**src/rtl/uart_rx_cfg.sv**
```systemverilog
// Configurable UART receiver: 3-sample majority bit decisions, start-glitch rejection,
// and a one-entry valid/ready output register carrying parity/framing flags and an overrun pulse.
module uart_rx_cfg #(
  parameter int CLOCK_RATE  = 1_843_200,
  parameter int BAUD_RATE   = 115_200,
  parameter int DATA_WIDTH  = 8,
  parameter int PARITY      = 0,
  parameter int STOP_BITS   = 1,
  parameter int SYNC_STAGES = 2
) (
  input  logic                  clk,
  input  logic                  arst,
  input  logic                  rx,
  output logic                  m_valid,
  input  logic                  m_ready,
  output logic [DATA_WIDTH-1:0] m_data,
  output logic                  parity_err,
  output logic                  frame_err,
  output logic                  overrun,
  output logic                  busy
);

  // state   | meaning
  // IDLE    | line idle, waiting for rxs low
  // START   | start bit, rejected if it votes high
  // DATA    | shifting data bits, LSB first
  // PAR     | parity bit check
  // STOP    | stop bit(s); word completes at the last stop decision
  // RECOVER | framing error seen, wait for line high

  localparam int CLK_PER_BIT = CLOCK_RATE / BAUD_RATE;
  localparam int MID         = CLK_PER_BIT / 2;
  localparam int CW          = $clog2(CLK_PER_BIT);
  localparam int BW          = $clog2(DATA_WIDTH + 1);

  localparam logic [CW-1:0] CNT_ONE  = CW'(1);
  localparam logic [CW-1:0] CNT_S0   = CW'(MID - 1);
  localparam logic [CW-1:0] CNT_S1   = CW'(MID);
  localparam logic [CW-1:0] CNT_DEC  = CW'(MID + 1);
  localparam logic [CW-1:0] CNT_LAST = CW'(CLK_PER_BIT - 1);
  localparam logic [BW-1:0] BIT_ONE  = BW'(1);
  localparam logic [BW-1:0] BIT_LAST = BW'(DATA_WIDTH - 1);
  localparam logic          STOP_LAST = 1'(STOP_BITS - 1);
  localparam logic          ODD       = (PARITY == 1);

  typedef enum logic [2:0] {
    IDLE    = 3'd0,
    START   = 3'd1,
    DATA    = 3'd2,
    PAR     = 3'd3,
    STOP    = 3'd4,
    RECOVER = 3'd5
  } state_t;

  logic [SYNC_STAGES-1:0] sync_q;
  logic                   rxs;

  state_t                  state_q, state_d;
  logic [CW-1:0]           clk_cnt_q, clk_cnt_d;
  logic [BW-1:0]           bit_cnt_q, bit_cnt_d;
  logic                    stop_cnt_q, stop_cnt_d;
  logic [DATA_WIDTH-1:0]   shift_q, shift_d;
  logic [1:0]              samp_q, samp_d;
  logic                    perr_q, perr_d;
  logic                    ferr_q, ferr_d;

  logic                    vote, decide, bit_end;
  logic                    done, word_ferr;

  logic                    m_valid_q;
  logic [DATA_WIDTH-1:0]   m_data_q;
  logic                    perr_out_q, ferr_out_q, overrun_q;

  always_ff @(posedge clk or posedge arst) begin
    if (arst) sync_q <= '1;
    else      sync_q <= {sync_q[SYNC_STAGES-2:0], rx};
  end

  assign rxs = sync_q[SYNC_STAGES-1];

  // Third sample is the live rxs in the decision cycle.
  assign vote    = (samp_q[0] & samp_q[1]) | (samp_q[0] & rxs) | (samp_q[1] & rxs);
  assign decide  = (clk_cnt_q == CNT_DEC);
  assign bit_end = (clk_cnt_q == CNT_LAST);

  always_comb begin
    state_d    = state_q;
    clk_cnt_d  = bit_end ? '0 : clk_cnt_q + CNT_ONE;
    bit_cnt_d  = bit_cnt_q;
    stop_cnt_d = stop_cnt_q;
    shift_d    = shift_q;
    samp_d     = samp_q;
    perr_d     = perr_q;
    ferr_d     = ferr_q;
    done       = 1'b0;
    word_ferr  = ferr_q;

    if (clk_cnt_q == CNT_S0) samp_d[0] = rxs;
    if (clk_cnt_q == CNT_S1) samp_d[1] = rxs;

    case (state_q)
      IDLE: begin
        clk_cnt_d  = '0;
        bit_cnt_d  = '0;
        stop_cnt_d = 1'b0;
        if (!rxs) begin
          state_d   = START;
          clk_cnt_d = CNT_ONE;
          perr_d    = 1'b0;
          ferr_d    = 1'b0;
        end
      end
      START: begin
        if (decide && vote) begin
          state_d   = IDLE;
          clk_cnt_d = '0;
        end else if (bit_end) begin
          state_d = DATA;
        end
      end
      DATA: begin
        if (decide) shift_d = {vote, shift_q[DATA_WIDTH-1:1]};
        if (bit_end) begin
          if (bit_cnt_q == BIT_LAST) begin
            bit_cnt_d = '0;
            state_d   = (PARITY != 0) ? PAR : STOP;
          end else begin
            bit_cnt_d = bit_cnt_q + BIT_ONE;
          end
        end
      end
      PAR: begin
        if (decide) perr_d = (^{shift_q, vote}) ^ ODD;
        if (bit_end) state_d = STOP;
      end
      STOP: begin
        if (decide) begin
          word_ferr = ferr_q | ~vote;
          ferr_d    = word_ferr;
          if (stop_cnt_q == STOP_LAST) begin
            done       = 1'b1;
            clk_cnt_d  = '0;
            stop_cnt_d = 1'b0;
            state_d    = word_ferr ? RECOVER : IDLE;
          end
        end
        if (bit_end) stop_cnt_d = ~stop_cnt_q;
      end
      RECOVER: begin
        clk_cnt_d = '0;
        if (rxs) state_d = IDLE;
      end
      default: begin
        state_d   = IDLE;
        clk_cnt_d = '0;
      end
    endcase
  end

  always_ff @(posedge clk or posedge arst) begin
    if (arst) begin
      state_q    <= IDLE;
      clk_cnt_q  <= '0;
      bit_cnt_q  <= '0;
      stop_cnt_q <= 1'b0;
      shift_q    <= '0;
      samp_q     <= '0;
      perr_q     <= 1'b0;
      ferr_q     <= 1'b0;
    end else begin
      state_q    <= state_d;
      clk_cnt_q  <= clk_cnt_d;
      bit_cnt_q  <= bit_cnt_d;
      stop_cnt_q <= stop_cnt_d;
      shift_q    <= shift_d;
      samp_q     <= samp_d;
      perr_q     <= perr_d;
      ferr_q     <= ferr_d;
    end
  end

  // A completing word may replace one being consumed in the same cycle.
  always_ff @(posedge clk or posedge arst) begin
    if (arst) begin
      m_valid_q  <= 1'b0;
      m_data_q   <= '0;
      perr_out_q <= 1'b0;
      ferr_out_q <= 1'b0;
      overrun_q  <= 1'b0;
    end else begin
      overrun_q <= 1'b0;
      if (done && (!m_valid_q || m_ready)) begin
        m_valid_q  <= 1'b1;
        m_data_q   <= shift_q;
        perr_out_q <= perr_q;
        ferr_out_q <= word_ferr;
      end else begin
        if (done) overrun_q <= 1'b1;
        if (m_valid_q && m_ready) m_valid_q <= 1'b0;
      end
    end
  end

  assign m_valid    = m_valid_q;
  assign m_data     = m_data_q;
  assign parity_err = perr_out_q;
  assign frame_err  = ferr_out_q;
  assign overrun    = overrun_q;
  assign busy       = (state_q != IDLE);

endmodule

```
**config.mk**
```make
export PLATFORM = sky130hd
export DESIGN_NAME = uart_rx_cfg
export DESIGN_NICKNAME = d
export VERILOG_FILES = /design/src/rtl/uart_rx_cfg.sv
export SDC_FILE = /design/constraint.sdc
export NUM_CORES = 1
export LEC_CHECK = 0
export CAP_MARGIN = 10
export CORE_MARGIN = 4
export CORE_UTILIZATION = 51
export DETAILED_ROUTE_END_ITERATION = 7
export PLACE_DENSITY = 0.75
export SYNTH_ARGS = -nofsm -noshare
export SYNTH_HDL_FRONTEND = slang
export SYNTH_SLANG_ARGS = --single-unit
```
**constraint.sdc**
```tcl
create_clock -name clk -period 1.9 [get_ports clk]
set_input_delay 0.475 -clock clk [delete_from_list [all_inputs] [get_ports clk]]
set_output_delay 0.475 -clock clk [all_outputs]
set_load 0.02 [all_outputs]
```
==> results.md, run 1 <==
Status:
- The flow ran to the end, and the final reports show no timing, DRC or antenna violations.

Synth:
- When the netlist entered floorplanning its net count stood at 164.
- The number of storage elements in the synthesis netlist is 38.
- The netlist uses 45 different library cells.
- For this run, the register share of the synthesized area comes to 51.2%.
- The average footprint of a synthesized cell is 11.9 um2.
- The gate count of the mapped netlist is 156.
- The Yosys step of the flow raised 0 warnings.
- The netlist area before placement is 1860 um2.

Global route:
- The number of antenna violations at the first check in global routing is 0.
- The total routing usage reported by global routing is 18.3%.
- For this run the aggregate overflow at the end of global routing stands at 0.
- The maximum number of pins on one net before global-route repair is 39.
- The first global-routing pass estimated 6.16 mm of wire.
- The via count of the first global-routing pass is 1350.

Finish:
- The final design utilization is 66.4%.
- In the final layout, the share of cells above drive strength 1 is 21.8%.
- Compared with the post-synthesis result, the final layout area differs by 22.8%.
- 0 antenna diodes ended up in the layout.
- Summing all non-filler instances in the final layout gives an area of 2290 um2.
- The final standard cell count with taps included and fillers excluded is 234.
- The layout net count is 196.

Die:
- In this run the horizontal extent of the chip is 68.4 um.
- The boundary pin count is 17.
- The initial core utilization is 54.1%.
- The die covers 4680 um2.
- The vertical die dimension is 68.4 um.
- The core region is 3440 um2.
- In this run the core area contains 21 standard-cell rows.

Critical path:
- The critical path goes through inv_2 -> ha_1 -> and3b_2 -> nand4_1 -> nor2b_1 -> buf_6 -> mux2_1.
- The worst setup path is of the register to register kind.
- The largest fanout on the critical path is 10.
- The category of the worst setup path capture point is a register.
- At the worst endpoint, the required time is 2.07 ns.
- The longest individual stage delay on the worst path is 0.41 ns.
- The type of element launching the critical path is a register.
- The endpoint arrival time on the critical path is 2.00 ns.
- The cell family contributing the most delay on the critical path is simple AND/OR/NAND/NOR gates.
- The critical path contains buffers and inverters numbering 2 combined.
- The slowest library cell on the worst path is sky130_fd_sc_hd__dfrtp_1.

Placement:
- The number of buffer cells added on primary ports is 16.
- The worst slack at placement is -0.0422 ns.
- The cell area after placement is 2160 um2.
- The number of placed cells counting well taps is 226.
- The final weighted congestion in routability-driven placement is 0.817.
- The sum of net half-perimeters after detailed placement is 2.58 mm.

Detailed routing:
- The number of DRC markers after the initial detailed-route iteration is 83.
- After detailed routing, the number of vias per cell comes to 5.61.
- The average routed wire per standard cell is 15.4 um.
- In the routed design, unresolved DRC markers number 0.
- The count of nets left with antenna violations once routing finished came out at 0.
- Before antenna repair, the detailed router went through 4 iterations.
- Wires add up to 3.60 mm.
- The overall via count from detail_route is 1313.

Power:
- The largest voltage drop on the vdd net is 0.000812 V.
- The analysis attributes to cell leakage a power of 1.05 nW.
- The internal power is 1.72 mW.
- Dividing total power by cell area gives a power density of 1080 nW/um2.
- The total power consumption of the routed design is 2.47 mW.
- Of the total power, the share spent switching nets is 30.4%.
- In this run, the clock network consumes 27.8% of the power.
- The sequential share of power is 42.4%.
- The switching component of the power is 0.751 mW.
- The combinational group share of total power is 29.8%.

Clock network:
- The H-tree depth reported by CTS is 2.
- The maximum clock insertion buffer count is 2.
- CTS placed an instance of sky130_fd_sc_hd__clkbuf_8 at the clock tree root.
- The clock insertion delay at the later pin of the skew report is 0.29 ns.
- The TritonCTS clock tree is yes.
- The number of buffers added by the clock tree synthesis step is 5.
- The clock sink count is 38.
- Clock-pin slew was measured on the worst setup and hold paths at 0.07 ns.

Timing:
- Hold timing on the final database bottoms out at a slack of 0.359 ns.
- The share of the clock period used by the worst path after layout is 96.4%.
- The max-slew violation count came to 0.
- The final count of hold timing violations was 0.
- Measured against its own limit, the worst slew margin works out to 71.6%.
- The clock skew after layout is 0.00671 ns.
- At the pin with the least slew margin, the transition time is 0.426 ns.
- In the post-route analysis, the smallest setup slack over all paths is 0.0685 ns.
- For this run, the top clock speed supported by timing is 0.546 GHz.
- The setup TNS is 0 ns.
- Setup violations remaining at the end of the flow were counted as 0.
- Setup repair after global routing could not meet its margin everywhere.
- The routed design could run at a clock period as short as 1.83 ns.

Worst hold path:
- The type of the most critical hold path is register to register.

Run:
- The count of max-cap constraint violations is 0.
-- cell usage after synthesis, drive strengths merged --
master / n / area share, %
dfrtp: 36 / 48
mux2: 20 / 12
nor2: 9 / 1.8
inv: 8 / 1.6
nand2: 8 / 1.6
a21oi: 7 / 1.9
nand3: 7 / 1.9
xnor2: 7 / 3.3
ha: 4 / 2.7
a311oi: 3 / 2.7
and3: 3 / 1.0
buf: 3 / 1.3
clkbuf: 3 / 0.60
nor2b: 3 / 1.0
o21ai: 3 / 0.81
dfstp: 2 / 2.8
mux2i: 2 / 1.1
nand2b: 2 / 0.67
nand3b: 2 / 0.81
o2bb2ai: 2 / 0.94
o41ai: 2 / 0.94
or2: 2 / 0.67
or4: 2 / 0.81
a2111oi: 1 / 1.5
a21boi: 1 / 0.40
a22oi: 1 / 0.40
a31oi: 1 / 0.34
a32o: 1 / 0.54
a41oi: 1 / 0.47
and2: 1 / 0.34
and3b: 1 / 0.47
maj3: 1 / 0.54
nand4: 1 / 0.34
nor3: 1 / 0.27
o21a: 1 / 0.40
o31ai: 1 / 0.67
or3: 1 / 0.34
or3b: 1 / 0.47
xnor3: 1 / 1.2
-- routing by layer --
metal  global-route usage [%]  wire length, um
met2                     29.8             1830
met3                     6.08              193
met5                        0                0
met1                     21.9             1500
met4                     7.94               80
-- worst register-to-register path: stages (launching register included) --
cell and delay, ns:
sky130_fd_sc_hd__dfrtp_1 0.41, sky130_fd_sc_hd__inv_2 0.07, sky130_fd_sc_hd__ha_1 0.13, sky130_fd_sc_hd__and3b_2 0.26, sky130_fd_sc_hd__nand4_1 0.15, sky130_fd_sc_hd__nor2b_1 0.18
sky130_fd_sc_hd__buf_6 0.17, sky130_fd_sc_hd__mux2_1 0.34
-- placed cells by master, fill, tap and decap left out, drive strengths merged, types with 3 or more instances in the layout --
master and n:
dfrtp 36, mux2 20, clkdlybuf4s50 15, buf 15, nor2 9, nand2 8, inv 8, nand3 7
xnor2 7, a21oi 7, clkbuf 7, ha 4, nor2b 3, and3 3, o21ai 3, a311oi 3
-- worst paths after layout --
check	slack (ns)	start	cells after the start	end
max	0.07	clk_cnt_q[1]	7	m_data[4]
min	0.36	sync_q[0]	0	sync_q[1]
max reg2reg	0.07	clk_cnt_q[1]	7	m_data[4]
min reg2reg	0.36	sync_q[0]	0	sync_q[1]
max in group asynchronous	1.13	arst	3	sync_q[0]
min in group asynchronous	0.53	arst	3	m_data[6]
-- cell families (layout without fill, tap and decap cells) --
group                    count (synthesis)  in the layout  share of synthesized area, %
AO/OA/AOI/OAI                           25             25                          12.0
buffers and inverters                   14             46                          3.49
adder cells (fa/ha/maj)                  5              5                          3.22
AND/OR/NAND/NOR                         44             44                          12.5
XOR/XNOR                                 8              8                          4.50
multiplexers                            22             22                          13.2
flip-flops                              38             38                          51.2
-- power groups by stage --
stage	clock network, mW	registers, mW	logic [mW]
after floorplan	0	1.03	0.519
final	0.687	1.05	0.738
after global placement	0	1.04	0.699
after detailed placement	0	1.06	0.736
after CTS	0.704	1.04	0.741
after global routing	0.743	1.07	0.813
-- cell type report --
cell class                 instances  area [um2]
tap                               46        57.6
multi-input combinational        104         848
sequential                        38         955
inverter                           8        30.0
clock buffer                       6        82.6
timing repair buffer              31         284
fill                             269        1150
clock inverter                     1        30.0
-- state kept, by name, indices dropped and copies added (netlist names) --
name / flops
m_valid: 1
clk_cnt_q: 4
frame_err: 1
stop_cnt_q: 1
bit_cnt_q: 4
overrun: 1
perr_q: 1
samp_q: 2
sync_q: 2
parity_err: 1
ferr_q: 1
m_data: 8
state_q: 3
shift_q: 8
-- what timing repair did --
item | in CTS | in global routing
buffers inserted | 0 | 1
pin swaps | 0 | 3
setup endpoints to repair | 12 | 16
hold buffers | 0 | 0
resized for setup | 2 | 6
(Power assumes the default switching activity.)
==> inputs of run 2 (changes only) <==
--- a/config.mk
+++ b/config.mk
@@ -9,6 +9,7 @@
 export CORE_MARGIN = 4
 export CORE_UTILIZATION = 51
 export DETAILED_ROUTE_END_ITERATION = 7
+export GPL_TIMING_DRIVEN = 0
 export PLACE_DENSITY = 0.75
 export SYNTH_ARGS = -nofsm -noshare
 export SYNTH_HDL_FRONTEND = slang
==> run 2 against run 1 <==
Critical path depth is 4 lower; non-clock buffer count is 5 lower; highest routed layer unchanged; hold slack worse by 0.0025 ns; combinational power is 7.7% lower; largest cell class unchanged.
==> results.md, run 2 (same netlist as run 1, synthesis figures left out) <==
Status:
- Result of the run: completed (unchanged).

Global route:
- The sum of overflow across all layers after global routing is 0 (unchanged).
- The via count of the first global-routing pass is 1372 (was 1350).
- The number of antenna violations at the first check in global routing came to 0 (unchanged).
- The maximum number of pins on one net before global-route repair is 22 (was 39).
- The wire length of the first global-routing pass is 6.07 mm (was 6.16 mm).
- The total routing usage reported by global routing was 17.6% (was 18.3%).

Timing:
- The final count of hold timing violations is 0 (unchanged).
- Unrepaired setup endpoints after global routing: yes (unchanged).
- The minimum hold slack came to 0.357 ns (was 0.359 ns).
- The minimum period implied by the final worst setup slack is 1.87 ns (was 1.83 ns).
- The measured slew at the worst slew-check pin is 0.872 ns (was 0.426 ns).
- The share of the clock period used by the worst path after layout is 98.4% (was 96.4%).
- The maximum operating frequency came to 0.535 GHz (was 0.546 GHz).
- The max-slew violation count is 0 (unchanged).
- The clock skew after layout is 0.00467 ns (was 0.00671 ns).
- The final number of setup-violating endpoints is 0 (unchanged).
- The setup TNS is 0 ns (unchanged).
- The headroom to the max-slew limit is 41.8% (was 71.6%).

Detailed routing:
- The number of DRC markers after the initial detailed-route iteration was 158 (was 83).
- The remaining number of nets flagged by the antenna check after routing was 0 (unchanged).
- The ratio of routed vias to standard cells is 5.57 (was 5.61).
- The sum of routed wire length over all layers is 3.67 mm (was 3.60 mm).
- The number of iterations in the first detailed-routing pass is 4 (unchanged).
- The overall via count from detail_route was 1281 (was 1313).
- The number of remaining DRC errors came to 0 (unchanged).
- The average routed wire per standard cell is 16.0 um (was 15.4 um).

Die:
- The boundary pin count was 17 (unchanged).
- The vertical die dimension was 68.4 um (unchanged).
- The horizontal extent of the die is 68.4 um (unchanged).
- The floorplan core area is 3440 um2 (unchanged).
- The number of standard-cell rows in the floorplan is 21 (unchanged).
- The area enclosed by the die boundary was 4680 um2 (unchanged).
- The initial core utilization is 54.1% (unchanged).

Finish:
- The final design utilization was 67.6% (was 66.4%).
- The share of layout cells above drive strength 1 is 26.6% (was 21.8%).
- The layout net count is 191 (was 196).
- Most frequent cells in the layout: sky130_fd_sc_hd__dfrtp_1, sky130_fd_sc_hd__clkdlybuf4s50_1, sky130_fd_sc_hd__mux2_4 (was sky130_fd_sc_hd__dfrtp_1, sky130_fd_sc_hd__clkdlybuf4s50_1, sky130_fd_sc_hd__mux2_1, sky130_fd_sc_hd__buf_4, sky130_fd_sc_hd__nor2_1).
- The final standard cell count with taps included and fillers excluded is 230 (was 234).
- The synthesis-to-finish area growth is 24.9% (was 22.8%).
- The number of inserted diodes is 0 (unchanged).
- The area of all placed cells without fillers came to 2330 um2 (was 2290 um2).
- The commonest non-fill, non-tap cell in the layout is sky130_fd_sc_hd__dfrtp_1 (unchanged).

Clock network:
- The clock sink count is 38 (unchanged).
- The maximum clock insertion buffer count came to 2 (unchanged).
- The clock-pin slew on the worst setup and hold paths came to 0.07 ns (about the same).
- The H-tree depth reported by CTS was 2 (unchanged).
- The clock root buffer was sky130_fd_sc_hd__clkbuf_8 (unchanged).
- The number of buffers added by the clock tree synthesis step is 5 (unchanged).
- The TritonCTS clock tree is yes (unchanged).
- The clock insertion delay at the later pin of the skew report is 0.29 ns (about the same).

Placement:
- The final weighted congestion in routability-driven placement was 0.903 (was 0.817).
- The number of placed cells counting well taps is 219 (was 226).
- The sum of net half-perimeters after detailed placement is 2.44 mm (was 2.58 mm).
- The cell area after placement is 2110 um2 (was 2160 um2).
- The number of buffer cells added on primary ports is 16 (unchanged).

Critical path:
- The category of the worst setup path capture point is a primary output (was register).
- The category of the critical setup timing path is register to primary output (was register to register).
- The reg-to-reg setup timing slack is 0.05 ns (was 0.07 ns).
- The source of the critical timing path was state_q[2] (was clk_cnt_q[1]).
- The required time of the critical path came to 1.42 ns (was 2.07 ns).
- The type of element launching the critical path is a register (unchanged).
- The dominant delay contributor by cell family on the critical path is flip-flops (was simple AND/OR/NAND/NOR gates).
- The reg-to-reg critical path startpoint is clk_cnt_q[1] (unchanged).
- The endpoint arrival time on the critical path is 1.39 ns (was 2.00 ns).
- The number of cells on the worst reg-to-reg path is 8 (was 7).
- The longest individual stage delay on the worst path is 0.41 ns (about the same).
- Ordered cell list for the critical path: clkbuf_8 -> or3_4 -> buf_6 (was inv_2 -> ha_1 -> and3b_2 -> nand4_1 -> nor2b_1 -> buf_6 -> mux2_1).
- The reg-to-reg endpoint is parity_err (was m_data[4]).
- The instance count on the critical path came to 3 (was 7).
- The capture point of the critical path was busy (was m_data[4]).
- The number of buffers and inverters on the critical path was 2 (unchanged).
- The largest fanout on the critical path is 10 (unchanged).
- The slowest library cell on the worst path is sky130_fd_sc_hd__dfrtp_2 (was sky130_fd_sc_hd__dfrtp_1).

Run:
- The count of max-cap constraint violations was 0 (unchanged).

Power:
- The static leakage came to 1.03 nW (was 1.05 nW).
- The power density relative to cell area came to 1030 nW/um2 (was 1080 nW/um2).
- The largest voltage drop on the vdd net is 0.000591 V (was 0.000812 V).

Worst hold path:
- The type of the most critical hold path is register to register (unchanged).
- The start point of the worst min-delay path is sync_q[0] (unchanged).
## run 2: routing by layer
metal,share of wire (%),up-vias,track usage (%)
met5,0,-,0
met4,0.93,0,5.71
met3,3.6,4,5.42
met2,51,27,28.2
met1,45,640,22.5
li1,-,610,-
## run 2: cell type report
cell class / instances / area [um2]
clock inverter: 1 / 30.0
tap: 46 / 57.6
clock buffer: 7 / 76.3
sequential: 38 / 956
timing repair buffer: 22 / 230
inverter: 8 / 30.0
buffer: 4 / 41.3
multi-input combinational: 104 / 906
fill: 247 / 1110
## run 2: metrics by stage
stage / setup WS, ns / power [mW]
finish: 0.0308 / 2.41
global route: -0.0818 / 2.55
CTS: 0.00342 / 2.38
detailed placement: -0.234 / 1.71
global placement: -0.220 / 1.65
floorplan: 0.133 / 1.54
## run 2: worst min path at each step
| stage | slack (ns) | cells past startpoint | endpoint |
|---|---|---|---|
| after global routing | 0.37 | 0 | sync_q[1] |
| after floorplan | 0.35 | 0 | sync_q[1] |
| after CTS | 0.36 | 0 | sync_q[1] |
| after detailed placement | 0.35 | 0 | sync_q[1] |
| after global placement | 0.35 | 0 | sync_q[1] |
| final | 0.36 | 0 | sync_q[1] |
## run 2: repair_timing
action / in CTS / in global routing
setup buffers: 2 / 2
gates cloned: 1 / 0
gates resized for setup: 16 / 15
setup endpoints to repair: 16 / 15
hold buffers: 0 / 0
pin swaps: 2 / 1
hold endpoints to repair: 0 / 0
## run 2: report_power, final
part	switching [mW]	leakage, nW	internal [mW]
clock network	0.269	0.0524	0.393
registers	0.130	0.498	0.935
logic	0.354	0.485	0.327
total	0.753	1.03	1.66
==> inputs of run 3 (changes only) <==
==> constraint.sdc (replaced) <==
create_clock -name clk -period 1.64 [get_ports clk]
set_input_delay 0.41 -clock clk [delete_from_list [all_inputs] [get_ports clk]]
set_output_delay 0.41 -clock clk [all_outputs]
set_load 0.02 [all_outputs]
==> run 3 against run 2 <==
The run now ends with setup timing left; critical path depth is 4 higher; first-iteration DRC count shrank 36%; clock-buffer cell count shrank 2; core utilization up 8.4 points; power is 35% higher; critical path type is now register to register; largest power group unchanged; highest routed layer unchanged.
==> results.md, run 3 (same netlist as run 1, synthesis figures left out) <==
Critical path:
- The number of buffers and inverters on the critical path is 2 (unchanged).
- The type of element launching the critical path is a register (unchanged).
- The number of cells on the worst reg-to-reg path is 7 (was 8).
- The slowest library cell on the worst path is sky130_fd_sc_hd__or4_1 (was sky130_fd_sc_hd__dfrtp_2).
- The longest individual stage delay on the worst path came to 0.53 ns (was 0.41 ns).
- The reg-to-reg setup timing slack is -0.21 ns (was 0.05 ns).
- The largest fanout on the critical path is 5 (was 10).
- The reg-to-reg critical path startpoint is clk_cnt_q[1] (unchanged).
- The reg-to-reg endpoint is state_q[0] (was parity_err).
- Ordered cell list for the critical path: inv_2 -> ha_4 -> and3b_1 -> buf_6 -> a2111oi_4 -> or4_1 -> a32o_1 (was clkbuf_8 -> or3_4 -> buf_6).
- The dominant delay contributor by cell family on the critical path is simple AND/OR/NAND/NOR gates (was flip-flops).
- The source of the critical timing path is clk_cnt_q[1] (was state_q[2]).
- The category of the critical setup timing path is register to register (was register to primary output).
- The instance count on the critical path is 7 (was 3).
- The capture point of the critical path was state_q[0] (was busy).
- The required time of the critical path is 1.83 ns (was 1.42 ns).
- The category of the worst setup path capture point is a register (was primary output).
- The endpoint arrival time on the critical path is 2.04 ns (was 1.39 ns).

Clock network:
- The H-tree depth reported by CTS is 2 (unchanged).
- The clock insertion delay at the later pin of the skew report came to 0.30 ns (was 0.29 ns).
- The number of hold buffers added after CTS is 0 (unchanged).
- The TritonCTS clock tree is yes (unchanged).
- The clock root buffer is sky130_fd_sc_hd__clkbuf_8 (unchanged).
- The clock-pin slew on the worst setup and hold paths came to 0.08 ns (was 0.07 ns).
- The number of buffers added by the clock tree synthesis step came to 5 (unchanged).
- The maximum clock insertion buffer count came to 2 (unchanged).
- The clock sink count came to 38 (unchanged).

Detailed routing:
- The average routed wire per standard cell is 16.7 um (was 16.0 um).
- The number of iterations in the first detailed-routing pass is 4 (unchanged).
- The number of remaining DRC errors is 0 (unchanged).
- The overall via count from detail_route is 1380 (was 1281).
- The number of DRC markers after the initial detailed-route iteration is 101 (was 158).
- The sum of routed wire length over all layers is 4.14 mm (was 3.67 mm).
- The ratio of routed vias to standard cells came to 5.56 (was 5.57).
- The remaining number of nets flagged by the antenna check after routing is 0 (unchanged).

Die:
- The horizontal extent of the die came to 68.4 um (unchanged).
- The area enclosed by the die boundary is 4680 um2 (unchanged).
- The number of standard-cell rows in the floorplan is 21 (unchanged).
- The floorplan core area came to 3440 um2 (unchanged).
- The boundary pin count is 17 (unchanged).
- The initial core utilization is 54.1% (unchanged).
- The vertical die dimension came to 68.4 um (unchanged).

Finish:
- The area of all placed cells without fillers came to 2620 um2 (was 2330 um2).
- Most frequent cells in the layout: sky130_fd_sc_hd__dfrtp_1, sky130_fd_sc_hd__buf_4, sky130_fd_sc_hd__mux2_4 (was sky130_fd_sc_hd__dfrtp_1, sky130_fd_sc_hd__clkdlybuf4s50_1, sky130_fd_sc_hd__mux2_4).
- The multi-input combinational cell area is 1050 um2 (was 906 um2).
- The share of layout cells above drive strength 1 is 42.6% (was 26.6%).
- The area taken by flip-flops and latches was 955 um2 (was 956 um2).
- The commonest non-fill, non-tap cell in the layout is sky130_fd_sc_hd__dfrtp_1 (unchanged).
- The layout net count is 209 (was 191).
- The synthesis-to-finish area growth is 40.4% (was 24.9%).
- The number of filler cells placed in the layout is 207 (was 247).
- The number of inserted diodes is 0 (unchanged).

Timing:
- The maximum operating frequency is 0.540 GHz.
- The routed design could run at a clock period as short as 1.85 ns.
- The final number of setup-violating endpoints was 26 (was 0).
- The worst setup slack after layout came to -0.213 ns (was 0.0308 ns).
- Unrepaired setup endpoints after global routing: yes (unchanged).
- The measured slew at the worst slew-check pin came to 0.680 ns (was 0.872 ns).
- The final count of hold timing violations came to 0 (unchanged).
- The clock skew after layout is 0.00688 ns (was 0.00467 ns).
- The max-slew violation count is 0 (unchanged).
- The minimum hold slack is 0.360 ns (was 0.357 ns).
- The share of the clock period used by the worst path after layout is 113%.
- The headroom to the max-slew limit is 54.6% (was 41.8%).

Placement:
- The cell area after placement came to 2150 um2 (was 2110 um2).
- The sum of net half-perimeters after detailed placement is 2.37 mm (was 2.44 mm).
- The final weighted congestion in routability-driven placement is 0.967 (was 0.903).
- The number of buffer cells added on primary ports came to 16 (unchanged).

Power:
- The internal power came to 2.18 mW (was 1.66 mW).
- The sequential share of power is 38.2% (was 44.2%).
- The total power consumption of the routed design is 3.25 mW (was 2.41 mW).
- The switching power share of the total is 33.1% (was 31.3%).
- The static leakage is 1.22 nW (was 1.03 nW).
- The clock network fraction of design power is 24.5% (was 27.5%).
- The combinational group share of total power came to 37.3% (was 28.3%).
- The switching component of the power is 1.08 mW (was 0.753 mW).
- The largest voltage drop on the vdd net is 0.000862 V (was 0.000591 V).
- The power density relative to cell area is 1240 nW/um2 (was 1030 nW/um2).

Run:
- The count of max-cap constraint violations is 0 (unchanged).

Global route:
- The sum of overflow across all layers after global routing is 0 (unchanged).
- The total routing usage reported by global routing came to 19.5% (was 17.6%).
- The wire length of the first global-routing pass was 6.47 mm (was 6.07 mm).
- The maximum number of pins on one net before global-route repair came to 24 (was 22).
- The via count of the first global-routing pass is 1348 (was 1372).
- The number of antenna violations at the first check in global routing is 0 (unchanged).

Worst hold path:
- The type of the most critical hold path is register to register (unchanged).

Status:
- Result of the run: finished, violations left (was completed).
- The final reports fail on setup timing.
run 3: cell types whose count changed in the layout (fill, tap and decap cells not counted), sizes merged:
cell	change
buf	+19
clkbuf	-3
clkdlybuf4s50	-12
clkinvlp	+2
dlygate4sd2	+12
run 3: power by group through the flow:
stage | sequential (mW) | clock, mW | combinational (mW)
floorplan | 1.19 | 0 | 0.603
global placement | 1.21 | 0 | 0.705
detailed placement | 1.22 | 0 | 0.741
CTS | 1.22 | 0.810 | 0.933
global route | 1.27 | 0.854 | 1.33
finish | 1.24 | 0.799 | 1.21
run 3: worst min-delay path by stage:
stage,from,endpoint,slack (ns),cells past startpoint
global placement,sync_q[0],sync_q[1],0.35,0
floorplan,sync_q[0],sync_q[1],0.35,0
finish,sync_q[0],sync_q[1],0.36,0
detailed placement,sync_q[0],sync_q[1],0.35,0
CTS,sync_q[0],sync_q[1],0.36,0
global route,sync_q[0],sync_q[1],0.37,0
run 3: metal layers:
layer / vias to the layer above / global-route usage (%) / share of wire, %
met1: 691 / 24.2 / 44
met4: 0 / 8.19 / 2.4
met5: - / 0 / 0
met3: 10 / 5.42 / 3.5
li1: 647 / - / -
met2: 32 / 31.6 / 50
run 3: cell type report:
class,instances,area share [%]
sequential,38,36.5
buffer,4,1.43
clock inverter,3,1.72
inverter,8,1.15
multi-input combinational,104,40.0
clock buffer,5,2.63
timing repair buffer,40,14.4
tap,46,2.20
run 3: timing repair:
action                                  in CTS  in global routing
gates cloned                                 1                  0
endpoints found under the setup margin      41                 33
setup buffers                               14                 11
pin swaps                                    5                 13
gates resized for setup                     44                 31
run 3: metrics by stage:
step	setup slack, ns	std cells	util, %	setup TNS [ns]
final	-0.213	248	76.0	-3.29
after global routing	-0.260	248	76.0	-4.85
after floorplan	-0.101	156	-	-0.773
after detailed placement	-0.435	219	62.5	-5.20
after global placement	-0.416	218	61.7	-17.95
after CTS	-0.203	241	71.8	-2.59
